--- config.mk ---
export PLATFORM = sky130hd
export DESIGN_NAME = user_command_encoder
export DESIGN_NICKNAME = d
export VERILOG_FILES = /design/src/rtl/user_command_encoder.sv
export SDC_FILE = /design/constraint.sdc
export NUM_CORES = 1
export LEC_CHECK = 0
export BUFFER_PORTS_ARGS = -buffer_cell sky130_fd_sc_hd__buf_2
export CAP_MARGIN = 5
export CORE_MARGIN = 2
export CORE_UTILIZATION = 58
export DETAILED_ROUTE_END_ITERATION = 6
export GPL_TIMING_DRIVEN = 0
export MAX_ROUTING_LAYER = met4
export PLACE_DENSITY = 0.89
export SLEW_MARGIN = 20
export SYNTH_ARGS = -nofsm -noshare
export SYNTH_HDL_FRONTEND = slang
export SYNTH_SLANG_ARGS = --single-unit
--- constraint.sdc ---
create_clock -name clk -period 3.3 [get_ports clk]
set_input_delay 0.495 -clock clk [delete_from_list [all_inputs] [get_ports clk]]
set_output_delay 0.495 -clock clk [all_outputs]
set_load 0.02 [all_outputs]
--- src/rtl/user_command_encoder.sv ---
// Host-side initiator for the serial memory-access protocol: serializes a read/write
// request onto a UART byte stream, then streams write payload or collects read payload.
module user_command_encoder #(
  parameter logic [23:0] TIMEOUT_CYCLES = 24'd12000000,
  parameter logic [15:0] WR_GAP         = 16'd256
) (
  input  logic        clk,
  input  logic        reset,
  input  logic        cmd_valid,
  output logic        cmd_ready,
  input  logic        cmd_write,
  input  logic [23:0] cmd_len,
  input  logic [31:0] cmd_addr,
  input  logic [7:0]  wr_data,
  input  logic        wr_valid,
  output logic        wr_ready,
  output logic [7:0]  rd_data,
  output logic        rd_strobe,
  output logic [7:0]  uart_txd,
  output logic        uart_txd_strobe,
  input  logic        uart_txd_ready,
  input  logic [7:0]  uart_rxd,
  input  logic        uart_rxd_strobe,
  output logic        busy,
  output logic        done,
  output logic        error
);

  typedef enum logic [3:0] {
    IDLE, HDR, OP, L2, L1, L0, A3, A2, A1, A0, WDATA, WGAP, WACK, RDATA
  } state_t;

  state_t      state_q, state_d;
  logic        write_q, write_d;
  logic [23:0] len_q, len_d;
  logic [31:0] addr_q, addr_d;
  logic [23:0] count_q, count_d;
  logic [15:0] gap_q, gap_d;
  logic [23:0] timeout_q, timeout_d;
  logic        tx_prev_q, tx_prev_d;
  logic        cmd_ready_q, cmd_ready_d;
  logic        busy_q, busy_d;
  logic        done_q, done_d;
  logic        error_q, error_d;
  logic [7:0]  rd_data_q, rd_data_d;
  logic        rd_strobe_q, rd_strobe_d;

  logic        can_tx;
  logic        tx_fire;
  logic [7:0]  tx_byte;
  logic        wr_take;
  logic [7:0]  hdr_byte;
  state_t      hdr_next;
  logic [23:0] timeout_inc;
  logic        timed_out;
  logic [16:0] gap_inc;
  logic        gap_end;

  // Transmit rule: UART ready and no strobe last cycle; reset silences the link at once.
  assign can_tx      = uart_txd_ready && !tx_prev_q && !reset;
  assign timeout_inc = timeout_q + 24'd1;
  assign timed_out   = timeout_inc >= TIMEOUT_CYCLES;
  assign gap_inc     = {1'b0, gap_q} + 17'd1;
  assign gap_end     = gap_inc >= {1'b0, WR_GAP};

  always_comb begin
    hdr_byte = 8'h00;
    hdr_next = IDLE;
    case (state_q)
      HDR: begin hdr_byte = 8'h21;                     hdr_next = OP; end
      OP:  begin hdr_byte = write_q ? 8'h57 : 8'h52;   hdr_next = L2; end
      L2:  begin hdr_byte = len_q[23:16];              hdr_next = L1; end
      L1:  begin hdr_byte = len_q[15:8];               hdr_next = L0; end
      L0:  begin hdr_byte = len_q[7:0];                hdr_next = A3; end
      A3:  begin hdr_byte = addr_q[31:24];             hdr_next = A2; end
      A2:  begin hdr_byte = addr_q[23:16];             hdr_next = A1; end
      A1:  begin hdr_byte = addr_q[15:8];              hdr_next = A0; end
      A0: begin
        hdr_byte = addr_q[7:0];
        if (write_q) hdr_next = (len_q == 24'd0) ? WACK : WDATA;
        else         hdr_next = (len_q == 24'd0) ? IDLE : RDATA;
      end
      default: begin hdr_byte = 8'h00; hdr_next = IDLE; end
    endcase
  end

  always_comb begin
    state_d     = state_q;
    write_d     = write_q;
    len_d       = len_q;
    addr_d      = addr_q;
    count_d     = count_q;
    gap_d       = gap_q;
    timeout_d   = timeout_q;
    rd_data_d   = rd_data_q;
    rd_strobe_d = 1'b0;
    done_d      = 1'b0;
    error_d     = 1'b0;
    tx_fire     = 1'b0;
    tx_byte     = 8'h00;
    wr_take     = 1'b0;

    case (state_q)
      IDLE: begin
        if (cmd_valid && cmd_ready_q) begin
          write_d = cmd_write;
          len_d   = cmd_len;
          addr_d  = cmd_addr;
          count_d = cmd_len;
          state_d = HDR;
        end
      end
      HDR, OP, L2, L1, L0, A3, A2, A1: begin
        if (can_tx) begin
          tx_fire = 1'b1;
          tx_byte = hdr_byte;
          state_d = hdr_next;
        end
      end
      A0: begin
        if (can_tx) begin
          tx_fire   = 1'b1;
          tx_byte   = hdr_byte;
          state_d   = hdr_next;
          timeout_d = 24'd0;
          done_d    = !write_q && (len_q == 24'd0);
        end
      end
      // Any byte from the far end while payload is still flowing means it gave up.
      WDATA: begin
        if (uart_rxd_strobe) begin
          error_d = 1'b1;
          state_d = IDLE;
        end else if (wr_valid && can_tx) begin
          tx_fire = 1'b1;
          tx_byte = wr_data;
          wr_take = 1'b1;
          count_d = count_q - 24'd1;
          gap_d   = 16'd0;
          state_d = WGAP;
        end
      end
      WGAP: begin
        if (uart_rxd_strobe) begin
          error_d = 1'b1;
          state_d = IDLE;
        end else if (gap_end) begin
          state_d   = (count_q == 24'd0) ? WACK : WDATA;
          timeout_d = 24'd0;
        end else begin
          gap_d = gap_inc[15:0];
        end
      end
      WACK: begin
        if (uart_rxd_strobe) begin
          done_d  = (uart_rxd == 8'h77);
          error_d = (uart_rxd != 8'h77);
          state_d = IDLE;
        end else if (timed_out) begin
          error_d = 1'b1;
          state_d = IDLE;
        end else begin
          timeout_d = timeout_inc;
        end
      end
      RDATA: begin
        if (uart_rxd_strobe) begin
          rd_data_d   = uart_rxd;
          rd_strobe_d = 1'b1;
          count_d     = count_q - 24'd1;
          timeout_d   = 24'd0;
          if (count_q == 24'd1) begin
            done_d  = 1'b1;
            state_d = IDLE;
          end
        end else if (timed_out) begin
          error_d = 1'b1;
          state_d = IDLE;
        end else begin
          timeout_d = timeout_inc;
        end
      end
      default: state_d = IDLE;
    endcase

    tx_prev_d   = tx_fire;
    cmd_ready_d = (state_d == IDLE);
    busy_d      = (state_d != IDLE);
  end

  always_ff @(posedge clk) begin
    if (reset) begin
      state_q     <= IDLE;
      write_q     <= 1'b0;
      len_q       <= 24'd0;
      addr_q      <= 32'd0;
      count_q     <= 24'd0;
      gap_q       <= 16'd0;
      timeout_q   <= 24'd0;
      tx_prev_q   <= 1'b0;
      cmd_ready_q <= 1'b0;
      busy_q      <= 1'b0;
      done_q      <= 1'b0;
      error_q     <= 1'b0;
      rd_data_q   <= 8'h00;
      rd_strobe_q <= 1'b0;
    end else begin
      state_q     <= state_d;
      write_q     <= write_d;
      len_q       <= len_d;
      addr_q      <= addr_d;
      count_q     <= count_d;
      gap_q       <= gap_d;
      timeout_q   <= timeout_d;
      tx_prev_q   <= tx_prev_d;
      cmd_ready_q <= cmd_ready_d;
      busy_q      <= busy_d;
      done_q      <= done_d;
      error_q     <= error_d;
      rd_data_q   <= rd_data_d;
      rd_strobe_q <= rd_strobe_d;
    end
  end

  assign cmd_ready       = cmd_ready_q;
  assign busy            = busy_q;
  assign done            = done_q;
  assign error           = error_q;
  assign rd_data         = rd_data_q;
  assign rd_strobe       = rd_strobe_q;
  assign uart_txd        = tx_byte;
  assign uart_txd_strobe = tx_fire;
  assign wr_ready        = wr_take;

endmodule

# --- Word-level counts from Yosys, hierarchy flattened ---
# Index checks and enable logic that the tools add are counted.
totals:
  wordCells: 123
  output_inout_bits: 23
  in_bits: 79
  register_bits: 139
op_classes:
  n_eq_ne: 25
  bitwise_logic: 1
  mux: 54
  n_reduce_logical: 24
  order_cmp: 2
  n_addsub: 3
ops:
  columns: ["op", "count"]
  rows:
  - ["$mux 24", 10]
  - ["$pmux 24 s4", 1]
  - ["$pmux 24 s3", 1]
  - ["$pmux 8 s9", 1]
  - ["$mux 16", 4]
  - ["$logic_not 24->1", 2]
  - ["$mux 4", 12]
  - ["$pmux 4 s9", 1]
  - ["$pmux 16 s2", 1]
  - ["$add 24x1->24 const B", 1]
  - ["$eq 24x1->1 const B", 1]
  - ["$eq 4x4->1 const B", 6]
  - ["$ge 24x24->1 const B", 1]
  - ["$mux 8", 3]
  - ["$pmux 4 s6", 1]
  - ["$sub 24x1->24 const B", 1]
  - ["$ne 2x2->1 const B", 9]
  - ["$add 16x1->17 const B", 1]
  - ["$ge 17x9->1 const B", 1]
  - ["$eq 4x3->1 const B", 4]
  - ["$pmux 8 s2", 1]
  - ["$reduce_and 5->1", 3]
  - ["$mux 1", 12]
  - ["$mux 3", 3]
  - ["16 further kinds", 28]

# --- Logic depth before layout (Yosys ltp) ---
logic_depth:
  word_depth: 8
  ltp_mapped: 11

# --- Worst setup path before layout ---
# OpenSTA, ideal clock, no wires.
synth_timing:
  path_type: "in2out"
  from: "input port reset"
  to: "output port uart_txd[0]"
  setup_slack_ps: 409
  required_ps: 2805
  t_arrival_ps: 2396
  cell_stages: 6
  cell_sequence: "clkbuf_1 nor3b_1 nand2_1 nor4_1 clkbuf_1 a22o_1"
synth_between:
  elab_chain_len: 6
synth_lines:
  columns: ["item", "line_no", "rtl"]
  rows:
  - ["start, declared", "8", "input logic reset,"]
  - ["$logic_not 1->1 (*)", "60", "assign can_tx = uart_txd_ready && !tx_prev_q && !reset;"]
  - ["$logic_and 1x1->1 (*)", "60", null]
  - ["$logic_and 1x1->1", "134", "end else if (wr_valid && can_tx) begin"]
  - ["$mux 8", "134", null]
  - ["$mux 8", "131", "if (uart_rxd_strobe) begin"]
  - ["$pmux 8 s2 (*)", "103", "case (state_q)"]
  - ["end, declared", "19", "output logic [7:0] uart_txd,"]
# Mark *: on every way between the ends. The rest lies on a longest branch, timed or not.

# --- Worst setup path in the final report ---
layout_timing:
  from: "register state_q[3]"
  to: "output port uart_txd[4]"
layout_between:
  elab_chain_len: 4
layout_lines:
  columns: ["item", "line_no", "rtl"]
  rows:
  - ["start, declared", "33", "state_t state_q, state_d;"]
  - ["start signal, assigned", "208", "state_q <= state_d;"]
  - ["$eq 4x4->1 (tied with other cells)", "69, 103", null]
  - ["$pmux 8 s9", "69", "case (state_q)"]
  - ["$mux 8", "114, 121", null]
  - ["$pmux 8 s2 (*)", "103", null]
# Marks and branches as above.

==> impl_metrics.sql <==
INSERT INTO impl_metrics (metric_group, metric, value, unit) VALUES
('status', 'run_status', 'completed', ''),
('logic_synthesis', 'yosysWarningCount', '0', ''),
('clock_network', 'numClockSinks', '139', ''),
('logic_synthesis', 'syn_inst', '1018', ''),
('power_and_ir_drop', 'power_leakage', '0.003406', 'uW'),
('routing', 'post_drt_wl_per_cell', '17.55', 'um'),
('logic_synthesis', 'combinational_family_with_the_most_area_after_synthesis', 'simple AND/OR/NAND/NOR gates', ''),
('cells_and_area', 'stdcell_count', '1321', ''),
('timing', 'worst-slew-pin-transition', '0.8378', 'ns'),
('clock_network', 'cts-buffers-inserted', '17', ''),
('routing', 'antenna_violating_nets_post_route', '0', ''),
('setup_path', 'cp_cell_sequence', 'clkbuf_1 -> nor2b_1 -> clkbuf_1 -> nand2_1 -> o22ai_1 -> a21oi_1 -> o31ai_1 -> a22o_1 -> buf_2', ''),
('setup_path', 'cpPeakStageDelay', '0.35', 'ns'),
('cells_and_area', 'drive_gt1_share', '16.97', '%'),
('setup_path', 'crit_path_end_kind', 'output pin', ''),
('setup_path', 'setup.reg_to_reg.worst_slack', '0.30', 'ns'),
('global_routing', 'groute.usage.overall', '33.24', '%'),
('clock_network', 'clkSlewWorstSetupHoldPaths', '0.06', 'ns'),
('clock_network', 'cts-root-buf', 'clkbuf_16', ''),
('timing', 'final_setup_skew', '0.008437', 'ns'),
('die', 'pin_count', '102', ''),
('setup_path', 'critical-path-top-cell-by-count', 'clkbuf_1', ''),
('setup_path', 'crit_arrival', '2.68', 'ns'),
('cells_and_area', 'antenna_cells', '0', ''),
('logic_synthesis', 'synth.top_cells.by_count', 'nand2_1, dfxtp_1, a21oi_1', ''),
('cells_and_area', 'area_delta_synth_final', '17.58', '%'),
('clock_network', 'cts_buffer_depth', '2', ''),
('logic_synthesis', 'synth_top_cells_by_area', 'dfxtp_1, nand2_1, a21oi_1, nor2_1, mux2i_1', ''),
('placement', 'dp_cells', '1290', ''),
('clock_network', 'htree_num_levels', '4', ''),
('timing', 'report.final.hold_viol_count', '0', ''),
('global_routing', 'globalRoute.totalOverflow', '0', ''),
('logic_synthesis', 'post_synth_xor_area_fraction', '0.9156', '%'),
('logic_synthesis', 'area_fraction_in_and_or_nand_and_nor_cells_after_synthesis', '27.89', '%'),
('timing', 'slew_headroom', '43.84', '%'),
('setup_path', 'worst_ep_required_time', '2.80', 'ns'),
('die', 'start_util', '59.91', '%'),
('cells_and_area', 'final_design_area_no_fill', '0.008997', 'mm2'),
('die', 'dieArea', '0.01413', 'mm2'),
('logic_synthesis', 'post-synth-top-area-cell', 'dfxtp_1', ''),
('logic_synthesis', 'yosys_register_bits', '139', ''),
('die', 'die_y', '118.9', 'um'),
('logic_synthesis', 'multiplexer_fraction_of_the_synthesized_cell_area', '4.088', '%'),
('global_routing', 'grt_first_pass_wirelength', '36710', 'um'),
('timing', 'fin_crit', '3.173', 'ns'),
('logic_synthesis', 'asyncSetResetFlopFracSynth', '0', '%'),
('timing', 'setup-violations-final', '0', ''),
('logic_synthesis', 'post_synthesis_compound_gate_area_fraction', '23.95', '%'),
('logic_synthesis', 'post_synth_instance_area', '0.007652', 'mm2'),
('setup_path', 'timing.setup.critical_path_class', 'reg2out', ''),
('die', 'placeableCoreArea', '0.01277', 'mm2'),
('timing', 'achievable-frequency', '315.1', 'MHz'),
('setup_path', 'worstReg2RegEnd', 'timeout_q[2]$_SDFFE_PP0P_', ''),
('routing', 'vias_per_cell', '6.260', ''),
('die', 'std_cell_rows', '41', ''),
('logic_synthesis', 'post-synth-top-count-cell', 'nand2_1', ''),
('setup_path', 'critical_path_peak_fanout', '10', ''),
('die', 'die_width', '118.9', 'um'),
('worst_hold_path', 'timing.hold.worst.class', 'in2reg', ''),
('logic_synthesis', 'average_size_of_a_mapped_cell', '7.517', 'um2'),
('setup_path', 'critical-path-slowest-cell', 'clkbuf_1', ''),
('timing', 'rsz0062_at_grt', 'no', ''),
('routing', 'dr.pass1.iters', '6', ''),
('global_routing', 'grt_start_max_net_pins', '17', ''),
('timing', 'timing.final.ws_setup', '0.1265', 'ns'),
('setup_path', 'reg2reg_from', 'timeout_q[0]$_SDFFE_PP0P_', ''),
('logic_synthesis', 'synth_nets', '1106', ''),
('worst_hold_path', 'timing.hold.worst.start', 'cmd_addr[5]', ''),
('setup_path', 'crit_end', 'uart_txd[4]', ''),
('routing', 'drt-total-wl', '23190', 'um'),
('global_routing', 'grt_antenna_before_repair', '0', '');
-- critical path: cells and delay by family (launching register included) --
kind | cells | cell delay [ns]
AO/OA/AOI/OAI | 4 | 0.66
flip-flops | 1 | 0.32
buffers and inverters | 3 | 0.87
AND/OR/NAND/NOR | 2 | 0.39
-- placed cells by master, fill, tap and decap left out, types with 9 or more instances in the layout --
| cell type | count |
|---|---|
| clkbuf_16 | 17 |
| nand3_1 | 36 |
| nor3_1 | 30 |
| ha_1 | 9 |
| nor4_1 | 17 |
| inv_1 | 31 |
| nand4_1 | 14 |
| a21o_1 | 14 |
| clkbuf_1 | 43 |
| o22ai_1 | 9 |
| o31ai_1 | 9 |
| nor2_1 | 80 |
| buf_2 | 106 |
| a31oi_1 | 9 |
| a22oi_1 | 18 |
| o21ai_0 | 44 |
| dfxtp_1 | 139 |
| mux2i_1 | 29 |
| a21oi_1 | 113 |
| a22o_1 | 14 |
| nand2_1 | 190 |
-- worst min path at each step --
stage | endpoint | slack [ns] | cells past startpoint
final | addr_q[5]$_SDFFE_PP0P_ | 0.30 | 3
after global routing | addr_q[5]$_SDFFE_PP0P_ | 0.31 | 3
after CTS | addr_q[5]$_SDFFE_PP0P_ | 0.30 | 3
after detailed placement | addr_q[11]$_SDFFE_PP0P_ | 0.45 | 2
after global placement | addr_q[11]$_SDFFE_PP0P_ | 0.44 | 2
after floorplan | addr_q[27]$_SDFFE_PP0P_ | 0.43 | 2
-- routing by layer --
metal  vias up  global-route usage (%)  routed length [um]
li1       3872                       -                   -
met1      3865                   40.99                9593
met2       448                   52.87               10710
met3        84                   6.705                2014
met4         0                   14.66                 872
met5         -                       -                   0
-- per-stage QoR --
step                power, uW  hold WS, ns  TNS (ns)  utilization (%)
finish                   4782       0.2986         0            70.44
global route             4968       0.3072         0            70.44
global placement         2833       0.4433    -1.788            65.51
CTS                      4747       0.2994         0            70.27
detailed placement       2851       0.4490    -2.100            65.55
floorplan                2550       0.4329         0                -
-- report_power, final --
| part | internal [uW] | switching [uW] |
|---|---|---|
| Clock | 1170 | 745 |
| Sequential | 1790 | 106 |
| Combinational | 343 | 634 |
-- registers in the layout, summed over array words and instances, names as in the netlist, 4 cells and up --
register / flops
gap_q: 16
rd_data: 8
len_q: 24
addr_q: 32
count_q: 24
state_q: 4
timeout_q: 24
-- timing repair --
action | in CTS | in global routing
endpoints found under the setup margin | 10 | 10
gates cloned | 0 | 0
buffers inserted | 0 | 0
gates resized for setup | 8 | 15
hold buffers | 0 | 0
-- cells by family after synthesis --
family | Yosys count
adder cells (fa/ha/maj) | 9
buffers and inverters | 96
XOR/XNOR | 8
AND/OR/NAND/NOR | 447
AO/OA/AOI/OAI | 288
multiplexers | 31
flip-flops | 139
-- layout make-up --
class	instances	area (um2)
sequential	139	2783
buffer	64	306.5
tap	172	215.2
multi-input combinational	783	4488
clock inverter	11	117.6
clock buffer	21	470.5
timing repair buffer	100	500.5
fill	1024	3776
inverter	31	116.4
(Power assumes the default switching activity.)
